File: config.mk
export PLATFORM = sky130hd
export DESIGN_NAME = msrv32_branch_redirect_ctrl
export DESIGN_NICKNAME = d
export VERILOG_FILES = /design/src/rtl/msrv32_branch_redirect_ctrl.sv
export SDC_FILE = /design/constraint.sdc
export NUM_CORES = 1
export LEC_CHECK = 0
export CORE_ASPECT_RATIO = 1.4
export CORE_MARGIN = 10
export CORE_UTILIZATION = 41
export DETAILED_ROUTE_END_ITERATION = 6
export PLACE_DENSITY = 0.76
export SLEW_MARGIN = 20
export SYNTH_ARGS = -nofsm -noshare
export SYNTH_HDL_FRONTEND = slang
export SYNTH_SLANG_ARGS = --single-unit
File: constraint.sdc
create_clock -name ms_riscv32_mp_clk_in -period 2.3 [get_ports ms_riscv32_mp_clk_in]
set_clock_uncertainty 0.15 [all_clocks]
set_input_delay 0.46 -clock ms_riscv32_mp_clk_in [delete_from_list [all_inputs] [get_ports ms_riscv32_mp_clk_in]]
set_output_delay 0.46 -clock ms_riscv32_mp_clk_in [all_outputs]
set_load 0.01 [all_outputs]
File: src/rtl/msrv32_branch_redirect_ctrl.sv
// Branch/jump redirect sequencer between execute-stage branch logic and the fetch PC mux.
// Issues a held redirect request with a valid/ready handshake, then kills wrong-path
// instructions for FLUSH_CYCLES cycles. Flags misaligned taken targets, yields to traps
// and keeps evaluated/taken event counters. All outputs are registered.
module msrv32_branch_redirect_ctrl #(
    parameter int unsigned FLUSH_CYCLES = 2,
    parameter int unsigned CNT_W        = 16
) (
    input  logic             ms_riscv32_mp_clk_in,
    input  logic             ms_riscv32_mp_rst_in,
    input  logic             instr_valid_in,
    input  logic [6:0]       opcode_in,
    input  logic             branch_taken_in,
    input  logic [31:0]      target_addr_in,
    input  logic             trap_taken_in,
    input  logic             fetch_ready_in,
    output logic             redirect_valid_out,
    output logic [31:0]      redirect_pc_out,
    output logic             flush_out,
    output logic             stall_out,
    output logic             misaligned_trap_out,
    output logic [CNT_W-1:0] branch_count_out,
    output logic [CNT_W-1:0] taken_count_out
);

    typedef enum logic [1:0] {StIdle, StRedirect, StFlush} state_e;

    state_e             state_q, state_d;
    logic [3:0]         kill_q, kill_d;
    logic               redirect_valid_q, redirect_valid_d;
    logic [31:0]        redirect_pc_q, redirect_pc_d;
    logic               flush_q, flush_d;
    logic               stall_q, stall_d;
    logic               misaligned_q, misaligned_d;
    logic [CNT_W-1:0]   branch_cnt_q, branch_cnt_d;
    logic [CNT_W-1:0]   taken_cnt_q, taken_cnt_d;

    logic               is_cf;
    logic               is_jalr;
    logic [31:0]        eff_target;
    logic               tgt_misaligned;
    logic               eval_cf;
    logic               take_redirect;
    logic               unused_opcode_lsb;

    // Opcode low bits are always 2'b11 for 32-bit instructions and carry no class info.
    assign unused_opcode_lsb = ^opcode_in[1:0];

    // Decode the execute-stage instruction and qualify it against state and trap.
    always_comb begin
        is_jalr        = (opcode_in[6:2] == 5'b11001);
        is_cf          = instr_valid_in &&
                         ((opcode_in[6:2] == 5'b11000) ||
                          (opcode_in[6:2] == 5'b11011) || is_jalr);
        eff_target     = is_jalr ? {target_addr_in[31:1], 1'b0} : target_addr_in;
        tgt_misaligned = (eff_target[1:0] != 2'b00);
        // Only an IDLE cycle without a competing trap evaluates control flow.
        eval_cf        = is_cf && !trap_taken_in && (state_q == StIdle);
        take_redirect  = eval_cf && branch_taken_in && !tgt_misaligned;
    end

    // State, kill counter, registered outputs and counters; synchronous active-low reset.
    always_ff @(posedge ms_riscv32_mp_clk_in) begin
        if (!ms_riscv32_mp_rst_in) begin
            state_q          <= StIdle;
            kill_q           <= 4'd0;
            redirect_valid_q <= 1'b0;
            redirect_pc_q    <= 32'd0;
            flush_q          <= 1'b0;
            stall_q          <= 1'b0;
            misaligned_q     <= 1'b0;
            branch_cnt_q     <= '0;
            taken_cnt_q      <= '0;
        end else begin
            state_q          <= state_d;
            kill_q           <= kill_d;
            redirect_valid_q <= redirect_valid_d;
            redirect_pc_q    <= redirect_pc_d;
            flush_q          <= flush_d;
            stall_q          <= stall_d;
            misaligned_q     <= misaligned_d;
            branch_cnt_q     <= branch_cnt_d;
            taken_cnt_q      <= taken_cnt_d;
        end
    end

    // Next-state: trap wins, then the redirect handshake and the fixed-length kill window.
    always_comb begin
        state_d = state_q;
        kill_d  = kill_q;
        if (trap_taken_in) begin
            state_d = StIdle;
            kill_d  = 4'd0;
        end else begin
            case (state_q)
                StIdle: begin
                    if (take_redirect) state_d = StRedirect;
                end
                StRedirect: begin
                    if (fetch_ready_in) begin
                        state_d = StFlush;
                        kill_d  = 4'(FLUSH_CYCLES);
                    end
                end
                StFlush: begin
                    // kill_q counts the FLUSH cycles still to be shown including this one.
                    if (kill_q <= 4'd1) begin
                        state_d = StIdle;
                        kill_d  = 4'd0;
                    end else begin
                        kill_d = kill_q - 4'd1;
                    end
                end
                default: begin
                    state_d = StIdle;
                    kill_d  = 4'd0;
                end
            endcase
        end
    end

    // Output next-values derive from the upcoming state so every output is a flop.
    always_comb begin
        redirect_valid_d = (state_d == StRedirect);
        stall_d          = (state_d == StRedirect);
        flush_d          = (state_d == StRedirect) || (state_d == StFlush);
        misaligned_d     = eval_cf && branch_taken_in && tgt_misaligned;
        redirect_pc_d    = take_redirect ? eff_target : redirect_pc_q;
        branch_cnt_d     = eval_cf ? branch_cnt_q + CNT_W'(1) : branch_cnt_q;
        taken_cnt_d      = take_redirect ? taken_cnt_q + CNT_W'(1) : taken_cnt_q;
    end

    assign redirect_valid_out  = redirect_valid_q;
    assign redirect_pc_out     = redirect_pc_q;
    assign flush_out           = flush_q;
    assign stall_out           = stall_q;
    assign misaligned_trap_out = misaligned_q;
    assign branch_count_out    = branch_cnt_q;
    assign taken_count_out     = taken_cnt_q;

endmodule

======== Word-level counts from Yosys, hierarchy flattened ========
Cells that the tools add are included.
word-level totals
  input port bits ......................... 45
  word-level logic and storage cells ...... 46
  flip-flop bits (word level) ............. 73
  output and inout port bits .............. 68
operators by class
  magnitude comparators ................... 1
  equality and inequality tests ........... 8
  reductions and logical operators ........ 15
  add/subtract/negate cells ............... 3
  bitwise logic cells ..................... 2
  mux-type cells .......................... 9
operators with widths
  operator               count
  $add 16x1->16 const B  2
  $eq 5x5->1 const B     3
  $pmux 4 s3             1
  $mux 2                 4
  $mux 4                 2
  $logic_and 1x1->1      6
  $pmux 2 s3             1
  $eq 2x1->1 const B     2
  $eq 2x2->1 const B     2
  $le 4x1->1 const B     1
  $sub 4x1->4 const B    1
  $logic_or 1x1->1       3
  $logic_not 1->1        2
  $logic_not 2->1        1
  $ne 2x2->1 const B     1
  $not 1->1              2
  $reduce_and 2->1       1
  $reduce_bool 2->1      1
  $reduce_or 2->1        1
  $mux 1                 1

======== Logic depth before layout (Yosys ltp) ========
  depth after elaboration ................. 13
  depth in mapped cells ................... 9

======== Least setup slack after synthesis ========
No wires, ideal clock.
  path type ............................... flip-flop to flip-flop
  from .................................... reg state_q[0]
  to ...................................... reg flush_q, in the netlist flush_out
  required time ........................... 2.024 ns
  arrival time ............................ 2.118 ns
  setup time .............................. 0.126 ns
  path buffers ............................ 1
  stages on the path, launching flop included .. 10
  setup slack ............................. -0.095 ns
  cell sequence ........................... dfxtp_1 -> inv_1 -> ha_1 -> and3b_1 -> nand4_1 -> clkbuf_1 -> o211ai_1 -> a311o_1 -> ha_1 -> nor2_1
on the way
  longest elaborated chain between the ends .. 9
  elaborated cells on any way between the ends .. 14
  classes of those cells .................. eq/ne (4); mux (5); reduce/logical (5)
ends and longest elaborated chain
  element                                          RTL line  text
  start, declared                                  28        state_e state_q, state_d;
  start signal, assigned                           65        state_q <= StIdle;
  start signal, assigned                           75        state_q <= state_d;
  $logic_not 2->1                                  58, 95
  $logic_and 1x1->1                                58        eval_cf = is_cf && !trap_taken_in && (state_q == StIdle);
  $logic_and 1x1->1 (2 in a row)                   59        take_redirect = eval_cf && branch_taken_in && !tgt_misaligned;
  $mux 2                                           97        if (take_redirect) state_d = StRedirect;
  $pmux 2 s3 *                                     95        case (state_q)
  $mux 2 *                                         91        if (trap_taken_in) begin
  $eq 2x1->1 / $eq 2x2->1 (equally long branches)  126       flush_d = (state_d == StRedirect) || (state_d == StFlush);
  $logic_or 1x1->1 *                               126
  end signal, assigned                             79        flush_q <= flush_d;
  end, declared                                    32        logic flush_q, flush_d;
Mark *: on every way between the ends. The rest lies on a longest branch, timed or not.
A chain may end at the register's enable or synchronous reset.

======== Worst setup path after layout ========
  from .................................... in opcode_in[3]
  to ...................................... reg branch_cnt_q[12], in the netlist branch_count_out[12]
on the way
  longest elaborated chain between the ends .. 6
  elaborated cells on any way between the ends .. 8
  classes of those cells .................. eq/ne (3); reduce/logical (5)
ends and longest elaborated chain
  element                           RTL line  text
  start, declared                   12        input logic [6:0] opcode_in,
  $eq 5x5->1 (on tied branches)     53, 54
  $logic_or 1x1->1                  53        ((opcode_in[6:2] == 5'b11000) ||
  $logic_or 1x1->1 *                54        (opcode_in[6:2] == 5'b11011) || is_jalr);
  $logic_and 1x1->1 *               52        is_cf = instr_valid_in &&
  $logic_and 1x1->1 * (2 in a row)  58
  end signal, assigned              82        branch_cnt_q <= branch_cnt_d;
  end, declared                     35        logic [CNT_W-1:0] branch_cnt_q, branch_cnt_d;
Marked as above.

==> impl_metrics.toml <==
[worst_setup_path]
critical_path_class = "in2reg"
max_stage_delay_ps = 580
worstPathArrival_ps = 2350
r2r_start = "state_q[0]"
end_kind = "register"
crit_buf_inv = 2
required_ps = 2420
ff2ff_setup_slack_ps = 100
rr_endpoint = "branch_count_out[12]"
cp_max_fo = 7
crit_slowest_cell = "or4b_4"
cp_top_family = "simple AND/OR/NAND/NOR gates"
start_kind = "primary input"
reg2regPathDepth = 7
crit_path_cell_trace = "clkdlybuf4s50_1 > nor2b_1 > buf_4 > or4b_4 > or4_1 > a21oi_1"

[detailed_routing]
viasPerCell = 5.663
finalWirelength_mm = 10.41
post-route-drc-count = 0
first_pass_iters = 4
vias = 3534
post_drt_wl_per_cell_um = 16.68
drt_iter0_markers = 122
ant_nets = 0

[yosys]
synth_ff_type = "dfxtp_1"
ys_seq_area_frac = 0.4403
synth-edff-count = 0
ys_types = 43
synth_fp_nets = 447
synth.most_common_cell = "dfxtp_1"
yosysTopAreaCell = "dfxtp_1"
yosysWarnings = 0
async_flop_share = 0
synth-seq-cells = 73
syn_area_mm2 = 0.003319
syn_inst = 393
synthesis.area_per_instance_um2 = 8.446
synth_top_area_frac = 0.4403
synth.area.top_cells = "dfxtp_1 (44%), a21oi_1 (9.3%), nand3_1 (6.3%), o21ai_0 (6.2%), or4_1 (3.8%)"
synth_commonest_cells = "dfxtp_1 (73), a21oi_1 (62), nand3_1 (42)"

[global_route]
overflow = 0
grt_pass1_vias = 3412
track_usage = 0.1676
gr-usage-met2 = 0.2584
grt_pass1_wl_mm = 16.67
grtUsageMet3 = 0.08678
grt-busiest-layer = "met2"
grt_start_max_net_pins = 45
antenna_found_initial = 1
grt_use_met1 = 0.1942

[sta]
slew_headroom = 0.6776
drv_slew = 0
setup-tns-final_ps = 0
hold_violations = 0
timing.final.ws_setup_ps = 71.26
final.period_utilization = 0.9690
rsz0062_at_grt = "no"
setup_violations = 0
period_needed_ps = 2229
fmax_mhz = 448.7
tightest_slew_ps = 483.6

[place]
dp_hpwl_mm = 7.491
place_area_mm2 = 0.004671
dp_slack_ps = -418.7
gp_congestion = 0.8321
port_buffers = 110

[cts]
cts_tree = "done"
root_buffer = "clkbuf_8"
clk_path_buf_depth = 2
cts_buffers = 9
cts_sinks = 73
hold_buffers = 0
cts_max_level = 3
clk_pin_slew_ps = 70
clk_latency_ps = 340

[pwr]
irDropWorstVdd_uv = 362.7
p_per_area_mw_per_mm2 = 489.3
p_leak_nw = 1.638

[min_path]
hold_end = "redirect_pc_out[14]"
hold_class = "reg2reg"
worstHoldStart = "redirect_pc_out[14]"
whs_path_depth = 2

[floorplanning]
ios = 113
start_util = 0.4231
fp.dieW_um = 96.05
die_h_um = 126.5
coreArea_mm2 = 0.007845
die_area_mm2 = 0.01215
std_cell_rows = 38

[finish]
num-fill-cells = 695
seqCellArea_mm2 = 0.001461
syn_to_final_growth_pct = 48.47
drive_above_1_share = 0.1166
nNetsFinal = 572
multi_input_area_mm2 = 0.001730
final_area_mm2 = 0.004928

[flow_run]
cap_violations = 0

[status]
status = "finished clean"
[worst min-delay path: stages, from the launching register on]
cell	delay [ps]
dfxtp_1	310
o21ai_0	60
a21oi_1	60
[state kept, by name, summed over array words and instances, names as in the netlist]
signal,count
taken_count_out,16
redirect_pc_out,32
misaligned_trap_out,1
branch_count_out,16
kill_q,4
state_q,2
flush_out,1
stall_out,1
[report_power, final]
| group | switching [mW] | internal [mW] |
|---|---|---|
| clock | 0.468 | 0.507 |
| sequential | 0.00112 | 1.26 |
| combinational | 0.0782 | 0.0923 |
[cell families (layout without fill, tap and decap cells)]
group / count (synthesis) / after routing / share of synthesized area
and+or+nand+nor: 136 / 136 / 0.2386
AOI/OAI and AO/OA: 130 / 130 / 0.2205
DFF: 73 / 73 / 0.4403
buffers and inverters: 39 / 169 / 0.04976
adders and majority gates: 9 / 9 / 0.03392
xor gates and xnor gates: 3 / 3 / 0.007917
muxes: 3 / 3 / 0.009047
other: 0 / 1 / 0
[area by class of cell]
class,instances,share of cell area
diodes,1,0.0005077
clock buffers,14,0.03707
clock inverters,2,0.002031
inverters,9,0.006855
multi-input cells,281,0.3511
flip-flops and latches,73,0.2965
well taps,100,0.02539
repair buffers,144,0.2805
[stage by stage]
stage / total power, mW / cells / util / hold WS, ps
floorplan: 1.350 / 393 / - / 308.3
global placement: 1.463 / 605 / 0.5954 / 309.1
detailed placement: 1.465 / 605 / 0.5954 / 318.8
CTS: 2.432 / 621 / 0.6201 / 330.0
global route: 2.499 / 624 / 0.6282 / 348.6
finish: 2.411 / 624 / 0.6282 / 326.2
[metal layers]
metal | routed length, um | part of all wire | vias up
li1 | - | - | 1711
met1 | 4091 | 0.39 | 1703
met2 | 4977 | 0.48 | 111
met3 | 1232 | 0.12 | 9
met4 | 110 | 0.011 | 0
met5 | 0 | 0 | -
[how the worst max path moves through the flow]
stage | from | endpoint | slack [ps] | cells after the start
after floorplan | state_q[0] | flush_out | 7 | 9
after global placement | trap_taken_in | branch_count_out[10] | -360 | 6
after detailed placement | trap_taken_in | branch_count_out[12] | -420 | 6
after CTS | opcode_in[6] | branch_count_out[8] | 20 | 6
after global routing | kill_q[0] | flush_out | 10 | 8
final | opcode_in[3] | branch_count_out[12] | 70 | 6
[cell usage in the layout, fill, tap and decap left out, types with 2 or more instances in the layout]
| master | synthesis | routed |
|---|---|---|
| nor2_1 | 8 | 8 |
| a21oi_1 | 62 | 60 |
| nand4b_1 | 2 | 2 |
| o31ai_1 | 16 | 15 |
| clkbuf_8 | 0 | 13 |
| nor3_1 | 2 | 2 |
| dfxtp_1 | 73 | 73 |
| o211ai_1 | 2 | 2 |
| o31a_1 | 2 | 2 |
| nand4_1 | 8 | 8 |
| ha_1 | 9 | 8 |
| dlymetal6s2s_1 | 0 | 3 |
| clkinv_2 | 0 | 2 |
| nand2b_1 | 5 | 5 |
| a21oi_2 | 0 | 2 |
| and3b_1 | 2 | 2 |
| clkdlybuf4s50_1 | 0 | 106 |
| nand3_1 | 42 | 42 |
| buf_4 | 1 | 31 |
| and2_1 | 2 | 2 |
| or4_4 | 0 | 3 |
| xnor2_1 | 2 | 2 |
| and4_1 | 5 | 5 |
| inv_1 | 8 | 8 |
| or3_1 | 10 | 10 |
| nor4_1 | 3 | 3 |
| nand2_1 | 18 | 18 |
| or4_1 | 17 | 14 |
| nor2b_1 | 3 | 3 |
| buf_6 | 1 | 2 |
| and3_1 | 3 | 3 |
| a31oi_1 | 2 | 2 |
| nor3b_1 | 2 | 2 |
| o21ai_0 | 41 | 41 |
| mux2i_1 | 3 | 3 |
[what timing repair did]
item | in CTS | in global routing
resized for setup | 2 | 14
setup buffers | 0 | 2
hold endpoints to repair | 0 | 0
pin swaps | 0 | 5
endpoints found under the setup margin | 4 | 23
Power figures use the tool's default switching activity.
